--- config.mk ---
export PLATFORM = sky130hd
export DESIGN_NAME = pipe_hazard_sb
export DESIGN_NICKNAME = d
export VERILOG_FILES = /design/src/rtl/pipe_hazard_sb.sv
export SDC_FILE = /design/constraint.sdc
export NUM_CORES = 1
export LEC_CHECK = 0
export CAP_MARGIN = 20
export CORE_MARGIN = 10
export CORE_UTILIZATION = 45
export CTS_BUF_LIST = sky130_fd_sc_hd__clkbuf_4 sky130_fd_sc_hd__clkbuf_8
export CTS_CLUSTER_SIZE = 24
export DETAILED_ROUTE_END_ITERATION = 7
export PLACE_DENSITY = 0.74
export SLEW_MARGIN = 15
export SYNTH_ARGS = -nofsm -noshare
export SYNTH_HDL_FRONTEND = slang
export SYNTH_SLANG_ARGS = --single-unit
--- constraint.sdc ---
create_clock -name clock -period 7.1 [get_ports clock]
set_input_delay 0.71 -clock clock [delete_from_list [all_inputs] [get_ports clock]]
set_output_delay 0.71 -clock clock [all_outputs]
set_load 0.03 [all_outputs]
--- src/rtl/pipe_hazard_sb.sv ---
// pipe_hazard_sb: hazard and interlock unit beside the ID-stage decoder.
// Keeps a shadow copy of the EXE/MEM destination state and from it derives
// operand-forwarding selects, load-use stalls, multiplier structural stalls
// and a saturating stall-cycle counter.
module pipe_hazard_sb #(
  parameter int REG_W   = 5,
  parameter int MUL_LAT = 3,
  parameter int R0_ZERO = 1,
  parameter int CNT_W   = 16
) (
  input  logic             clock,
  input  logic             reset,
  input  logic             id_valid,
  input  logic [REG_W-1:0] id_rs,
  input  logic [REG_W-1:0] id_rt,
  input  logic             id_use_rs,
  input  logic             id_use_rt,
  input  logic [REG_W-1:0] id_rn,
  input  logic             id_wreg,
  input  logic             id_m2reg,
  input  logic             id_mul,
  input  logic             id_flush,
  input  logic             cnt_clr,
  output logic             stall,
  output logic             issue,
  output logic [1:0]       fwda,
  output logic [1:0]       fwdb,
  output logic             mul_busy,
  output logic [CNT_W-1:0] stall_count
);

  localparam logic       MUL_MULTI = (MUL_LAT > 1);
  localparam logic [3:0] MUL_LOAD  = 4'(MUL_MULTI ? MUL_LAT - 1 : 0);

  localparam logic [1:0] FWD_RF  = 2'b00;
  localparam logic [1:0] FWD_EXE = 2'b01;
  localparam logic [1:0] FWD_MEM = 2'b10;
  localparam logic [1:0] FWD_LD  = 2'b11;

  typedef struct packed {
    logic             valid;
    logic [REG_W-1:0] rn;
    logic             wreg;
    logic             m2reg;
  } slot_t;

  slot_t            e_q, e_d;
  slot_t            m_q, m_d;
  logic [3:0]       mul_cnt_q, mul_cnt_d;
  logic [CNT_W-1:0] stall_cnt_q;

  logic dep_e_a, dep_e_b, dep_m_a, dep_m_b;
  logic load_stall;

  // A source matches a slot only if the slot really writes that register;
  // register 0 is hard-wired and never forwarded when R0_ZERO is set.
  function automatic logic dep(input logic use_src, input logic [REG_W-1:0] src,
                               input slot_t s);
    return use_src & s.valid & s.wreg & (s.rn == src) &
           ~((R0_ZERO != 0) && (src == '0));
  endfunction

  // EXE ALU result wins over anything in MEM; a load still in EXE cannot be
  // forwarded, so it falls through to the MEM check (and load_stall covers it).
  function automatic logic [1:0] fwd_sel(input logic de, input logic dm);
    if (de && !e_q.m2reg) return FWD_EXE;
    else if (dm)          return m_q.m2reg ? FWD_LD : FWD_MEM;
    else                  return FWD_RF;
  endfunction

  // Hazard detection and forwarding selects, combinational from state and ID.
  always_comb begin
    dep_e_a    = dep(id_use_rs, id_rs, e_q);
    dep_e_b    = dep(id_use_rt, id_rt, e_q);
    dep_m_a    = dep(id_use_rs, id_rs, m_q);
    dep_m_b    = dep(id_use_rt, id_rt, m_q);
    fwda       = fwd_sel(dep_e_a, dep_m_a);
    fwdb       = fwd_sel(dep_e_b, dep_m_b);
    load_stall = id_valid & ~id_flush & e_q.m2reg & (dep_e_a | dep_e_b);
    mul_busy   = (mul_cnt_q != 4'd0);
    stall      = load_stall | mul_busy;
    issue      = id_valid & ~id_flush & ~stall;
  end

  // Next-state for the shadow pipeline slots and the multiplier occupancy.
  always_comb begin
    e_d       = e_q;
    m_d       = m_q;
    mul_cnt_d = mul_cnt_q;
    if (mul_busy) begin
      m_d       = '0;
      mul_cnt_d = mul_cnt_q - 4'd1;
    end else begin
      m_d = e_q;
      if (issue) begin
        e_d.valid = 1'b1;
        e_d.rn    = id_rn;
        e_d.wreg  = id_wreg;
        e_d.m2reg = id_m2reg;
        if (id_mul && MUL_MULTI) mul_cnt_d = MUL_LOAD;
      end else begin
        e_d = '0;
      end
    end
  end

  // Slot and multiplier state registers; reset discards in-flight work.
  always_ff @(posedge clock or posedge reset) begin
    if (reset) begin
      e_q       <= '0;
      m_q       <= '0;
      mul_cnt_q <= 4'd0;
    end else begin
      e_q       <= e_d;
      m_q       <= m_d;
      mul_cnt_q <= mul_cnt_d;
    end
  end

  // Saturating stall-cycle counter; clear wins over counting.
  always_ff @(posedge clock or posedge reset) begin
    if (reset) begin
      stall_cnt_q <= '0;
    end else if (cnt_clr) begin
      stall_cnt_q <= '0;
    end else if (stall && !(&stall_cnt_q)) begin
      stall_cnt_q <= stall_cnt_q + {{(CNT_W-1){1'b0}}, 1'b1};
    end
  end

  assign stall_count = stall_cnt_q;

endmodule
==> impl_metrics.csv, run 1 <==
group,metric,value,unit
run_status,status,"finished clean",
worst_setup_path,worstPathRequired,6.39,ns
floorplanning,die_h,86.2,um
timing,worstMarginPinSlew,0.661,ns
floorplanning,dieWidth,86.2,um
floorplanning,dieArea,7440,um^2
synthesis,synth_edf_count,0,
synthesis,postSynthCellCount,194,
timing,setup_viol,0,
worst_setup_path,cp-start-kind,"primary input",
timing,finalCritPeriodShare,57.0,%
global_route,grt_pass1_wl,8110,um
synthesis,ys_warn_count,0,
placement,dp_cells,287,
clock_network,cts-resized-gates,0,
cells_and_area,area_delta_synth_final,30.5,%
synthesis,yosys-top-cells-area,"dfrtp_1 46%, xnor2_1 12%, and3_1 4.1%",
routing,antenna_left,0,
routing,routedWlPerCell,15.9,um
clock_network,clk_path_buf_depth,2,
routing,drt-initial-drc-count,66,
routing,via_per_inst,5.41,
clock_network,numCtsBuffers,5,
global_route,track_usage,13.3,%
placement,io_buffers,47,
placement,dpl-instance-area,2480,um^2
placement,dp_hpwl,3550,um
synthesis,netlist_area,1970,um^2
flow_run,drv_cap,0,
pwr,internal-power,0.439,mW
floorplanning,fp-row-count,24,
global_route,grt_overflow,0,
pwr,power.switching,0.242,mW
timing,tns,0,ns
clock_network,insertion_delay,0.29,ns
synthesis,ys_seq_area_share,45.6,%
pwr,seqPwrFrac,44.5,%
routing,drc,0,
cells_and_area,fin_cells,295,
routing,dr.pass1.iters,4,
pwr,total_power,0.681,mW
synthesis,yosysTopAreaCellShare,45.6,%
pwr,p_leak,1.11,nW
cells_and_area,nFillCells,381,
synthesis,ys.flop_type,"dfrtp_1",
pwr,vdd_drop_max,0.000184,V
routing,totalWireLength,4680,um
timing,final_hold_viol_count,0,
pwr,combPwrFrac,33.5,%
worst_setup_path,critical_path_class,"in -> out",
cells_and_area,diodes,0,
cells_and_area,drive_gt1_share,9.47,%
pwr,powerDensity,264,nW/um^2
floorplanning,initial_core_util,46.0,%
synthesis,mappedNetlistNets,221,
clock_network,clock_sink_count,36,
timing,finClkSkew,0.00450,ns
worst_setup_path,cp_max_fo,10,
timing,post-route-min-period,4.05,ns
floorplanning,pin_count,48,
global_route,grt_pass1_vias,1680,
routing,route.vias.total,1597,
global_route,antenna_found_initial,0,
pwr,pwr-share-clk,22.0,%
synthesis,yosysUniqueCellTypes,41,
synthesis,syn_avg_cell_area,10.2,um^2
timing,drv_slew,0,
timing,slew_headroom,55.8,%
synthesis,yosys.area.top_type,"dfrtp_1",
timing,max_freq,247,MHz
clock_network,cts_hold_buf,0,
clock_network,postCtsSetupBuffers,0,
pwr,p_sw_share,35.6,%
placement,gp_congestion,0.833,
worst_hold_path,hp-class,"reg -> reg",
floorplanning,coreArea,4290,um^2
worst_setup_path,worstSetupEndpointType,"primary output",
synthesis,async_reset_ff_share,100,%
clock_network,h-tree-depth,2,
cells_and_area,design_area,2580,um^2
global_route,grt_max_degree,37,
synthesis,ys_seq_elements,36,
worst_setup_path,crit_arrival,3.34,ns
cells_and_area,utilization,60.0,%
cells_and_area,final_nets,269,
clock_network,clockRootBuffer,"clkbuf_8",
clock_network,clk_pin_slew,0.07,ns
clock_network,cts_tree,"built",
timing,rsz0062_at_grt,"no",
==> final cells by class <==
type / instances / area, um^2 / share of cell area [%]
Timing Repair Buffer: 48 / 478 / 18.6
Multi-Input combinational cell: 144 / 1010 / 39.3
Inverter: 7 / 26.3 / 1.02
Sequential cell: 36 / 901 / 35.0
Clock inverter: 2 / 10.0 / 0.389
Clock buffer: 6 / 82.6 / 3.21
Tap cell: 52 / 65.1 / 2.53
==> power groups by stage <==
stage	Sequential (mW)	Combinational, mW	Clock (mW)
6_report	0.303	0.228	0.150
4_1_cts	0.303	0.231	0.154
5_1_grt	0.310	0.253	0.161
3_3_place_gp	0.306	0.225	0
3_5_place_dp	0.307	0.229	0
2_1_floorplan	0.301	0.154	0
==> through the flow <==
stage	hold WS [ns]	setup WS (ns)
2_1_floorplan	0.466	4.32
3_3_place_gp	0.489	3.10
3_5_place_dp	0.506	3.05
4_1_cts	0.516	3.04
5_1_grt	0.549	2.86
6_report	0.514	3.05
==> cell usage in the layout (no fill, tap or decap), types with 3 or more instances in the layout <==
cell type and n:
nand4_1 6, nor2_1 15, a21o_1 5, xnor2_1 26
nand3b_1 3, a22o_1 6, inv_1 7, a21oi_1 10
mux2i_1 3, nand2_1 7, clkdlybuf4s50_1 47, nor2b_1 4
clkbuf_8 6, dfrtp_1 36, and3_1 13, nand3_1 11
a21o_2 3
==> worst max-delay path, stage by stage <==
cell             delay [ns]
clkdlybuf4s50_1        0.47
or4_1                  0.55
o21ai_1                0.19
or3_1                  0.17
nand2_1                0.07
a21oi_2                0.41
clkdlybuf4s50_1        0.77
==> routing by layer <==
metal	track usage, %	wire length [um]
met1	16.8	2110
met2	20.3	2200
met3	4.60	299
met4	5.60	74
met5	0	0
==> worst paths after layout <==
| kind | startpoint | to | slack, ns | cells past startpoint |
|---|---|---|---|---|
| worst max register to register | e_q[3]$_DFFE_PP0N_ | stall_count[5]$_DFFE_PP0P_ | 4.61 | 7 |
| worst min-delay path | mul_cnt_q[2]$_DFFE_PP0P_ | mul_cnt_q[2]$_DFFE_PP0P_ | 0.51 | 1 |
| min in group asynchronous | reset | mul_cnt_q[3]$_DFFE_PP0P_ | 0.81 | 3 |
| worst max-delay path | id_rt[0] | issue | 3.05 | 7 |
| max in group asynchronous | reset | stall_count[5]$_DFFE_PP0P_ | 5.97 | 3 |
| worst min register to register | mul_cnt_q[2]$_DFFE_PP0P_ | mul_cnt_q[2]$_DFFE_PP0P_ | 0.51 | 1 |
==> Yosys cell counts, drive strengths merged (4+ instances only) <==
master	number
dfrtp	36
xnor2	26
nor2b	4
a22o	7
and3	14
a21oi	12
inv	7
a21o	8
nor2	15
nand3	12
nand4	6
clkbuf	4
nand2	7
==> sequential cells by signal (all words and copies together), names as in the netlist <==
| signal | flops |
|---|---|
| stall_count | 16 |
| m_q | 8 |
| mul_cnt_q | 4 |
| e_q | 8 |
==> logic make-up after synthesis <==
kind of cell,after synthesis,share of synthesized area [%]
AO/OA/AOI/OAI,35,13.8
XOR/XNOR,28,12.4
adder cells (fa/ha/maj),2,1.27
buffers and inverters,14,3.04
flip-flops,36,45.6
multiplexers,6,3.42
AND/OR/NAND/NOR,73,20.5
Power figures use the tool's default switching activity.
==> run 2, diff against run 1 <==
--- a/config.mk
+++ b/config.mk
@@ -11,7 +11,7 @@
 export CTS_BUF_LIST = sky130_fd_sc_hd__clkbuf_4 sky130_fd_sc_hd__clkbuf_8
 export CTS_CLUSTER_SIZE = 24
 export DETAILED_ROUTE_END_ITERATION = 7
-export PLACE_DENSITY = 0.74
+export PLACE_DENSITY = 0.77
 export SLEW_MARGIN = 15
 export SYNTH_ARGS = -nofsm -noshare
 export SYNTH_HDL_FRONTEND = slang
==> constraint.sdc (replaced) <==
create_clock -name clock -period 3.6 [get_ports clock]
set_input_delay 0.36 -clock clock [delete_from_list [all_inputs] [get_ports clock]]
set_output_delay 0.36 -clock clock [all_outputs]
set_load 0.03 [all_outputs]
==> run 2 against run 1 <==
Via count down 1.6%. First-iteration DRC count up 32%. Sequential share of layout area down 0.45 points. Wire length up 0.60%. Clock-buffer cell count down 1. Design area up 1.3%. Critical path type unchanged.
==> impl_metrics.csv, run 2 (same netlist as run 1, synthesis figures left out) <==
group,metric,value,unit
timing,setup_viol,0,
timing,max_freq,327,MHz
cells_and_area,fin_cells,297,
clock_network,clockRootBuffer,"clkbuf_8",
routing,wl_met3,349,um
worst_setup_path,crit_arrival,2.70,ns
cells_and_area,utilization,60.8,%
routing,route.vias.total,1572,
global_route,track_usage,12.9,%
clock_network,insertion_delay,0.29,ns
flow_run,drv_cap,0,
global_route,grt_overflow,0,
placement,io_buffers,47,
floorplanning,coreArea,4290,um^2
cells_and_area,drive_gt1_share,10.2,%
placement,gp_congestion,0.837,
clock_network,clock_sink_count,36,
pwr,vdd_drop_max,0.000308,V
clock_network,h-tree-depth,2,
clock_network,clk_pin_slew,0.07,ns
clock_network,postCtsSetupBuffers,0,
worst_setup_path,path_cells,"clkdlybuf4s50_1, or4_1, o21ai_1, or3_1, nand2_1, a21oi_2, clkdlybuf4s50_1",
timing,finalCritPeriodShare,85.0,%
routing,wl_met2,2120,um
floorplanning,dieArea,7440,um^2
clock_network,clk_path_buf_depth,2,
timing,worstMarginPinSlew,0.672,ns
placement,dpl-instance-area,2500,um^2
timing,final_hold_viol_count,0,
pwr,combPwrFrac,32.2,%
timing,slew_headroom,55.0,%
pwr,internal-power,0.919,mW
clock_network,numCtsBuffers,5,
global_route,grt_pass1_vias,1576,
cells_and_area,final_cell_mix,"47 x clkdlybuf4s50_1, 36 x dfrtp_1, 26 x xnor2_1",
worst_setup_path,cp-start-kind,"primary input",
pwr,power.switching,0.490,mW
global_route,antenna_found_initial,0,
timing,post-route-min-period,3.06,ns
timing,drv_slew,0,
worst_setup_path,ff2ff_path_depth,8,
placement,dp_cells,289,
run_status,status,"finished clean",
cells_and_area,diodes,0,
routing,totalWireLength,4710,um
worst_setup_path,worstPathRequired,3.24,ns
floorplanning,fp-row-count,24,
worst_setup_path,crit_buf_inv,2,
pwr,powerDensity,540,nW/um^2
clock_network,cts-resized-gates,0,
worst_hold_path,hp-class,"in -> async",
worst_setup_path,critical_path_class,"in -> out",
worst_setup_path,cp_common_cell,"clkdlybuf4s50_1",
cells_and_area,final_common_cell,"clkdlybuf4s50_1",
routing,dr.max_layer_used,"met4",
pwr,pwr-share-clk,25.4,%
clock_network,cts_tree,"built",
cells_and_area,largest_reg_flops,16,
cells_and_area,seq_area,901,um^2
timing,tns,0,ns
routing,dr.pass1.iters,4,
worst_setup_path,cpMaxStageDelayCell,"clkdlybuf4s50_1",
routing,via_per_inst,5.29,
global_route,grt_max_degree,37,
pwr,p_sw_share,34.8,%
routing,drc,0,
floorplanning,pin_count,48,
placement,dp_hpwl,3510,um
routing,antenna_left,0,
worst_setup_path,path_depth,7,
clock_network,cts_hold_buf,0,
pwr,seqPwrFrac,42.4,%
pwr,p_leak,1.12,nW
worst_setup_path,cp_max_fo,3,
cells_and_area,design_area,2610,um^2
cells_and_area,multi_input_area,1010,um^2
routing,m1WireLength,2170,um
routing,routedWlPerCell,15.9,um
floorplanning,dieWidth,86.2,um
timing,finClkSkew,0.00635,ns
floorplanning,initial_core_util,46.0,%
cells_and_area,area_delta_synth_final,32.2,%
floorplanning,die_h,86.2,um
global_route,grt_pass1_wl,7820,um
worst_setup_path,crit_family,"buffers and inverters",
timing,rsz0062_at_grt,"no",
routing,drt-initial-drc-count,87,
worst_setup_path,worstSetupEndpointType,"primary output",
cells_and_area,nFillCells,380,
cells_and_area,final_nets,271,
worst_setup_path,cp_slowest_stage_delay,0.71,ns
==> run 2: cell count changes in the layout (fill, tap and decap cells not counted), sizes merged <==
cell,delta
clkinvlp,+1
clkbuf,-1
bufinv,+1
clkinv,-1
buf,+2
==> run 2: worst min-delay path, cell delays in order <==
cell	delay, ns
clkdlybuf4s50_1	0.39
inv_1	0.05
buf_4	0.38
==> run 2: path summary, 6_finish.rpt <==
kind | startpoint | to | slack [ns]
setup / recovery | id_rt[1] | issue | 0.54
hold / removal | reset | stall_count[5]$_DFFE_PP0P_ | 0.46
setup reg to reg | e_q[3]$_DFFE_PP0N_ | stall_count[5]$_DFFE_PP0P_ | 1.07
hold reg to reg | mul_cnt_q[2]$_DFFE_PP0P_ | mul_cnt_q[2]$_DFFE_PP0P_ | 0.50
max in group asynchronous | reset | stall_count[14]$_DFFE_PP0P_ | 2.82
min in group clock | mul_cnt_q[2]$_DFFE_PP0P_ | mul_cnt_q[2]$_DFFE_PP0P_ | 0.50
==> run 2: per-stage QoR <==
step / hold WS, ns / power [mW] / setup slack, ns
after global placement: 0.488 / 1.05 / 0.563
after detailed placement: 0.484 / 1.06 / 0.548
after global routing: 0.493 / 1.49 / 0.354
final: 0.456 / 1.41 / 0.539
after CTS: 0.478 / 1.42 / 0.540
after floorplan: 0.466 / 0.899 / 1.28
==> run 2: final cells by class <==
type                            instances  area share [%]
Sequential cell                        36            34.5
Clock inverter                          3            1.63
Timing Repair Buffer                   50            18.9
Multi-Input combinational cell        144            38.8
Inverter                                7            1.01
Clock buffer                            5            2.64
Tap cell                               52            2.49
==> run 2: power groups by stage <==
stage                     Sequential (mW)  Combinational [mW]  Clock (mW)
after global placement              0.602               0.447           0
final                               0.598               0.453       0.358
after CTS                           0.595               0.459       0.366
after global routing                0.611               0.500       0.382
after floorplan                     0.594               0.304           0
after detailed placement            0.603               0.453           0
==> run 2: layer usage <==
metal  vias up  GRT usage, %
li1        784             -
met1       741          16.5
met2        41          19.5
met3         6          4.78
met4         0          4.86
met5         -             0
